--- src/rtl/sub_pkg.sv ---
// Shared types and the ripple-borrow slice function for the serial subtractor.
// The slice function works on a fixed maximum width; callers pass the live digit width.
package sub_pkg;

    typedef enum logic [1:0] {
        StIdle,
        StRun,
        StDone
    } state_e;

    localparam int unsigned MaxDigit = 64;

    // Returns {borrow_out, diff}; only the low n bits of diff are meaningful.
    function automatic logic [MaxDigit:0] rbs_slice(
        input logic [MaxDigit-1:0] a,
        input logic [MaxDigit-1:0] b,
        input logic                bin,
        input int unsigned         n
    );
        logic                br;
        logic [MaxDigit-1:0] d;
        br = bin;
        d  = '0;
        for (int unsigned i = 0; i < MaxDigit; i++) begin
            if (i < n) begin
                d[i] = a[i] ^ b[i] ^ br;
                br   = (~a[i] & b[i]) | (~(a[i] ^ b[i]) & br);
            end
        end
        return {br, d};
    endfunction

endpackage

--- src/rtl/rbs_digit.sv ---
// Combinational DIGIT-bit ripple-borrow slice: d = a - b - bin, bout = final borrow.
module rbs_digit
    import sub_pkg::*;
#(
    parameter int unsigned DIGIT = 1
) (
    input  logic [DIGIT-1:0] a,
    input  logic [DIGIT-1:0] b,
    input  logic             bin,
    output logic [DIGIT-1:0] d,
    output logic             bout
);

    if (DIGIT < 1 || DIGIT >= MaxDigit) begin : gen_digit_check
        $fatal(1, "rbs_digit: DIGIT must be in 1..%0d", MaxDigit - 1);
    end

    logic [MaxDigit:0] res;
    logic              res_unused;

    always_comb begin
        res  = rbs_slice(MaxDigit'(a), MaxDigit'(b), bin, DIGIT);
        d    = res[DIGIT-1:0];
        bout = res[MaxDigit];
    end

    assign res_unused = ^res[MaxDigit-1:DIGIT];

endmodule

--- src/rtl/serial_ripple_borrow_sub.sv ---
// Multi-cycle A - B - Bin subtractor, DIGIT bits per clock, valid/ready on both sides.
// Operands shift out LSB-first; result bits fill d_sr from the top.
module serial_ripple_borrow_sub
    import sub_pkg::*;
#(
    parameter int unsigned WIDTH = 10,
    parameter int unsigned DIGIT = 1
) (
    input  logic             clk,
    input  logic             rst_n,
    input  logic             in_valid,
    output logic             in_ready,
    input  logic [WIDTH-1:0] A,
    input  logic [WIDTH-1:0] B,
    input  logic             Bin,
    output logic             out_valid,
    input  logic             out_ready,
    output logic [WIDTH-1:0] Diff,
    output logic             Bout,
    output logic             busy
);

    if (WIDTH < 1 || DIGIT < 1 || (WIDTH % DIGIT) != 0) begin : gen_param_check
        $fatal(1, "serial_ripple_borrow_sub: WIDTH must be >= 1 and divisible by DIGIT");
    end

    localparam int unsigned NumDigits = WIDTH / DIGIT;
    localparam int unsigned CntW      = $clog2(NumDigits + 1);
    localparam logic [CntW-1:0] LastCnt = CntW'(NumDigits - 1);

    state_e            state_q, state_d;
    logic [WIDTH-1:0]  a_sr, a_d;
    logic [WIDTH-1:0]  b_sr, b_d;
    logic [WIDTH-1:0]  d_sr, d_d;
    logic              borrow_r, borrow_d;
    logic [CntW-1:0]   cnt, cnt_d;
    logic [WIDTH-1:0]  diff_r, diff_d;
    logic              bout_r, bout_d;

    logic [DIGIT-1:0]  slice_d;
    logic              slice_bout;
    logic [WIDTH-1:0]  d_next;

    rbs_digit #(
        .DIGIT (DIGIT)
    ) u_digit (
        .a    (a_sr[DIGIT-1:0]),
        .b    (b_sr[DIGIT-1:0]),
        .bin  (borrow_r),
        .d    (slice_d),
        .bout (slice_bout)
    );

    // New digit enters at the top; after NumDigits shifts d_sr holds the full result.
    assign d_next = WIDTH'({slice_d, d_sr} >> DIGIT);

    always_comb begin
        state_d  = state_q;
        a_d      = a_sr;
        b_d      = b_sr;
        d_d      = d_sr;
        borrow_d = borrow_r;
        cnt_d    = cnt;
        diff_d   = diff_r;
        bout_d   = bout_r;
        unique case (state_q)
            StIdle: begin
                if (in_valid) begin
                    a_d      = A;
                    b_d      = B;
                    borrow_d = Bin;
                    cnt_d    = '0;
                    state_d  = StRun;
                end
            end
            StRun: begin
                a_d      = a_sr >> DIGIT;
                b_d      = b_sr >> DIGIT;
                d_d      = d_next;
                borrow_d = slice_bout;
                cnt_d    = cnt + CntW'(1);
                if (cnt == LastCnt) begin
                    diff_d  = d_next;
                    bout_d  = slice_bout;
                    state_d = StDone;
                end
            end
            StDone: begin
                if (out_ready) begin
                    state_d = StIdle;
                end
            end
            default: state_d = StIdle;
        endcase
    end

    always_ff @(posedge clk) begin
        if (!rst_n) begin
            state_q  <= StIdle;
            a_sr     <= '0;
            b_sr     <= '0;
            d_sr     <= '0;
            borrow_r <= 1'b0;
            cnt      <= '0;
            diff_r   <= '0;
            bout_r   <= 1'b0;
        end else begin
            state_q  <= state_d;
            a_sr     <= a_d;
            b_sr     <= b_d;
            d_sr     <= d_d;
            borrow_r <= borrow_d;
            cnt      <= cnt_d;
            diff_r   <= diff_d;
            bout_r   <= bout_d;
        end
    end

    assign in_ready  = (state_q == StIdle);
    assign out_valid = (state_q == StDone);
    assign busy      = (state_q != StIdle);
    assign Diff      = diff_r;
    assign Bout      = bout_r;

endmodule

--- config.mk ---
export PLATFORM = sky130hd
export DESIGN_NAME = serial_ripple_borrow_sub
export DESIGN_NICKNAME = d
export VERILOG_FILES = /design/src/rtl/sub_pkg.sv /design/src/rtl/rbs_digit.sv /design/src/rtl/serial_ripple_borrow_sub.sv
export SDC_FILE = /design/constraint.sdc
export NUM_CORES = 1
export LEC_CHECK = 0
export CELL_PAD_IN_SITES_DETAIL_PLACEMENT = 1
export CELL_PAD_IN_SITES_GLOBAL_PLACEMENT = 2
export CORE_MARGIN = 2
export CORE_UTILIZATION = 27
export CTS_CLUSTER_SIZE = 8
export DETAILED_ROUTE_END_ITERATION = 10
export HOLD_SLACK_MARGIN = 0.02
export PLACE_DENSITY = 0.74
export SYNTH_ARGS = -nofsm -noshare
export SYNTH_HDL_FRONTEND = slang
export SYNTH_SLANG_ARGS = --single-unit
--- constraint.sdc ---
create_clock -name clk -period 1.45 [get_ports clk]
set_input_delay 0.2175 -clock clk [delete_from_list [all_inputs] [get_ports clk]]
set_output_delay 0.2175 -clock clk [all_outputs]
set_load 0.02 [all_outputs]
==> impl_metrics.toml <==
[drt]
drt_iter0_drc = 45
drtPass1Iterations = 4
routed_wl_um = 5110
wl_per_cell_um = 13.4
drc = 0
viasPerCell = 4.67
postRouteAntennaNets = 0
vias = 1780

[synthesis]
syn_inst = 236
synth_seq_cells = 47
syn_area_um2 = 2010
synth_top_cell_area_share_pct = 46.8
synth.avg_cell_area_um2 = 8.53
synth.top_cells.by_area = "dfxtp_1, nand2_1, a21oi_1, o2bb2ai_1, mux2i_1"
ys.warnings.count = 0
synth-edff-count = 0
synth_commonest_cells = "dfxtp_1, nand2_1, a21oi_1"
synthFlopType = "dfxtp_1"
async_reset_ff_share_pct = 0
yosysMostFrequentCell = "dfxtp_1"
syn-num-nets = 264
synth_cell_types = 33
ys_seq_area_share_pct = 46.8
synth_top_cell_by_area = "dfxtp_1"

[floorplanning]
die_area_um2 = 8160
die_height_um = 90.3
pin_count = 39
rows = 31
die-width_um = 90.3
coreArea_um2 = 7250
start_util_pct = 27.7

[global_route]
use_met2_pct = 19.7
grt_util_met3_pct = 2.92
grt_usage_pct = 12.7
grt_pass1_vias = 1745
grt_pass1_wl_um = 8560
antenna_found_initial = 0
grt.busiest_layer = "met2"
gr-usage-met1_pct = 17.6
grt_max_degree = 28
grt-ovfl-total = 0

[clocking]
clock_tree.buffer_depth = 2
clkSinkCount = 47
clk_latency_ns = 0.30
cts-root-buf = "clkbuf_8"
clkTransAtPathRegs_ns = 0.09
cts_buffers = 5
post-cts-setup-buffers = 0
h-tree-depth = 2
cts_tree = "built"

[timing]
max_freq_mhz = 737
drv_slew = 0
finalSetupViolations = 0
slew_headroom_pct = 71.0
worst_slew_pin_slew_ns = 0.434
final.period_utilization_pct = 93.6
hold_viol = 0
fin_skew_ns = 0.0106
rsz0062_at_grt = "false"
period_minus_slack_ns = 1.36

[critical_path]
max_stage_delay_ns = 0.35
cp_data_arrival_time_ns = 1.14
crit_family = "buffers and inverters"
crit_chain = "nor2_2 -> inv_1 -> dlygate4sd2_1"
crit_buf_inv = 2
reg2reg_setup_slack_ns = 0.14
rr_endpoint = "Bout$_SDFFE_PN0P_"
r2r_cells = 5
crit_start = "state_q[1]$_SDFFE_PN0P_"
worstPathRequired_ns = 1.23
cp_slowest_cell = "dfxtp_1"
r2r-start = "cnt[1]$_SDFFE_PN0P_"
cp_max_fo = 3
cp-start-kind = "register"
endpoint = "busy"
timing.setup.critical_path_class = "register to output pin"
end_kind = "output pin"
crit_cells = 3

[placed_design]
globalplace.congestion = 0.707
numPortBuffers = 38
dpl_cell_area_um2 = 2550
dp_hpwl_um = 3530

[power]
power_w = 0.00279
vdd_drop_max_v = 0.000503
p_leak_nw = 1.00
power_density_nw_per_um2 = 1040

[job]
cap_violations = 0

[hold_path]
hp-class = "register to register"

[cells_and_area]
nNetsFinal = 309
n_fill_cell = 864
fin_area_um2 = 2670
area_growth_pct = 32.9
utilization_pct = 36.9
n_antenna_cell = 0
drive_above_1_share_pct = 12.4

[outcome]
run_status = "completed"
## report_power, final
part | switching (W) | total [W] | leakage, nW | internal [W]
clock | 0.000466 | 0.00103 | 0.0618 | 0.000568
sequential | 0.0000338 | 0.00139 | 0.385 | 0.00135
combinational | 0.000184 | 0.000366 | 0.558 | 0.000182
## layout make-up
type                    instances  area, um2  area share [%]
clock buffers                   6       82.6            3.09
well taps                      99        124            4.63
flip-flops and latches         47        943            35.3
repair buffers                 55        499            18.7
multi-input cells             165        960            35.9
clock inverters                 2       38.8            1.45
inverters                       7       26.3           0.983
## tightest hold or removal path, delay by kind of cell (launching register included)
family        cells  cell delay (ns)
simple gates      1             0.05
mux               1             0.05
flops             1             0.32
## metrics by stage
| stage | setup slack (ns) | hold WS [ns] | TNS [ns] | instances |
|---|---|---|---|---|
| after floorplan | 0.0353 | 0.390 | 0 | 236 |
| after global placement | -0.000517 | 0.440 | -0.000517 | 372 |
| after detailed placement | 0.00519 | 0.449 | 0 | 372 |
| after CTS | 0.00740 | 0.466 | 0 | 380 |
| after global routing | 0.0114 | 0.483 | 0 | 381 |
| final | 0.0923 | 0.457 | 0 | 381 |
## cells by family after synthesis
kind of cell / share of synthesized area (%)
compound gates: 24.6
fa+ha+maj: 2.24
buf+inv: 6.47
flops: 46.8
mux: 4.98
simple gates: 15.0
## routing by layer
layer | part of all wire [%] | vias up
li1 | - | 905
met1 | 52 | 837
met2 | 44 | 33
met3 | 3.7 | 5
met4 | 0.82 | 0
met5 | 0 | -
## worst min-delay path by stage
| stage | start | endpoint | cells past startpoint |
|---|---|---|---|
| 6_report | Diff[3]$_SDFFE_PN0P_ | Diff[3]$_SDFFE_PN0P_ | 2 |
| 5_1_grt | Diff[1]$_SDFFE_PN0P_ | Diff[1]$_SDFFE_PN0P_ | 2 |
| 4_1_cts | Diff[5]$_SDFFE_PN0P_ | Diff[5]$_SDFFE_PN0P_ | 2 |
| 3_5_place_dp | Diff[1]$_SDFFE_PN0P_ | Diff[1]$_SDFFE_PN0P_ | 2 |
| 3_3_place_gp | Diff[2]$_SDFFE_PN0P_ | Diff[2]$_SDFFE_PN0P_ | 2 |
| 2_1_floorplan | A[9] | a_sr[9]$_SDFFE_PN0P_ | 2 |
## flip-flops by register name (all words and copies together) (netlist names)
name,count
Bout,1
Diff,10
a_sr,10
b_sr,10
borrow_r,1
cnt,4
d_sr,9
state_q,2
## timing repair
item / 4_1_cts / 5_1_grt
endpoints found under the setup margin: 14 / 16
pin swaps: 0 / 1
gates resized for setup: 16 / 10
gates cloned: 0 / 1
hold buffers: 0 / 0
## cell usage in the layout, fill, tap and decap left out, types with 3 or more instances in the layout
master / netlist / final
buf_4: 0 / 15
inv_1: 5 / 5
mux2i_1: 10 / 10
a21oi_1: 28 / 28
o21ai_0: 18 / 18
dfxtp_1: 47 / 45
nor2_1: 22 / 21
nand2_1: 43 / 43
o2bb2ai_1: 16 / 16
a211oi_1: 3 / 3
dlygate4sd2_1: 0 / 12
clkdlybuf4s50_1: 0 / 24
clkbuf_8: 0 / 6
No activity file was read; power rests on OpenSTA's default activity.
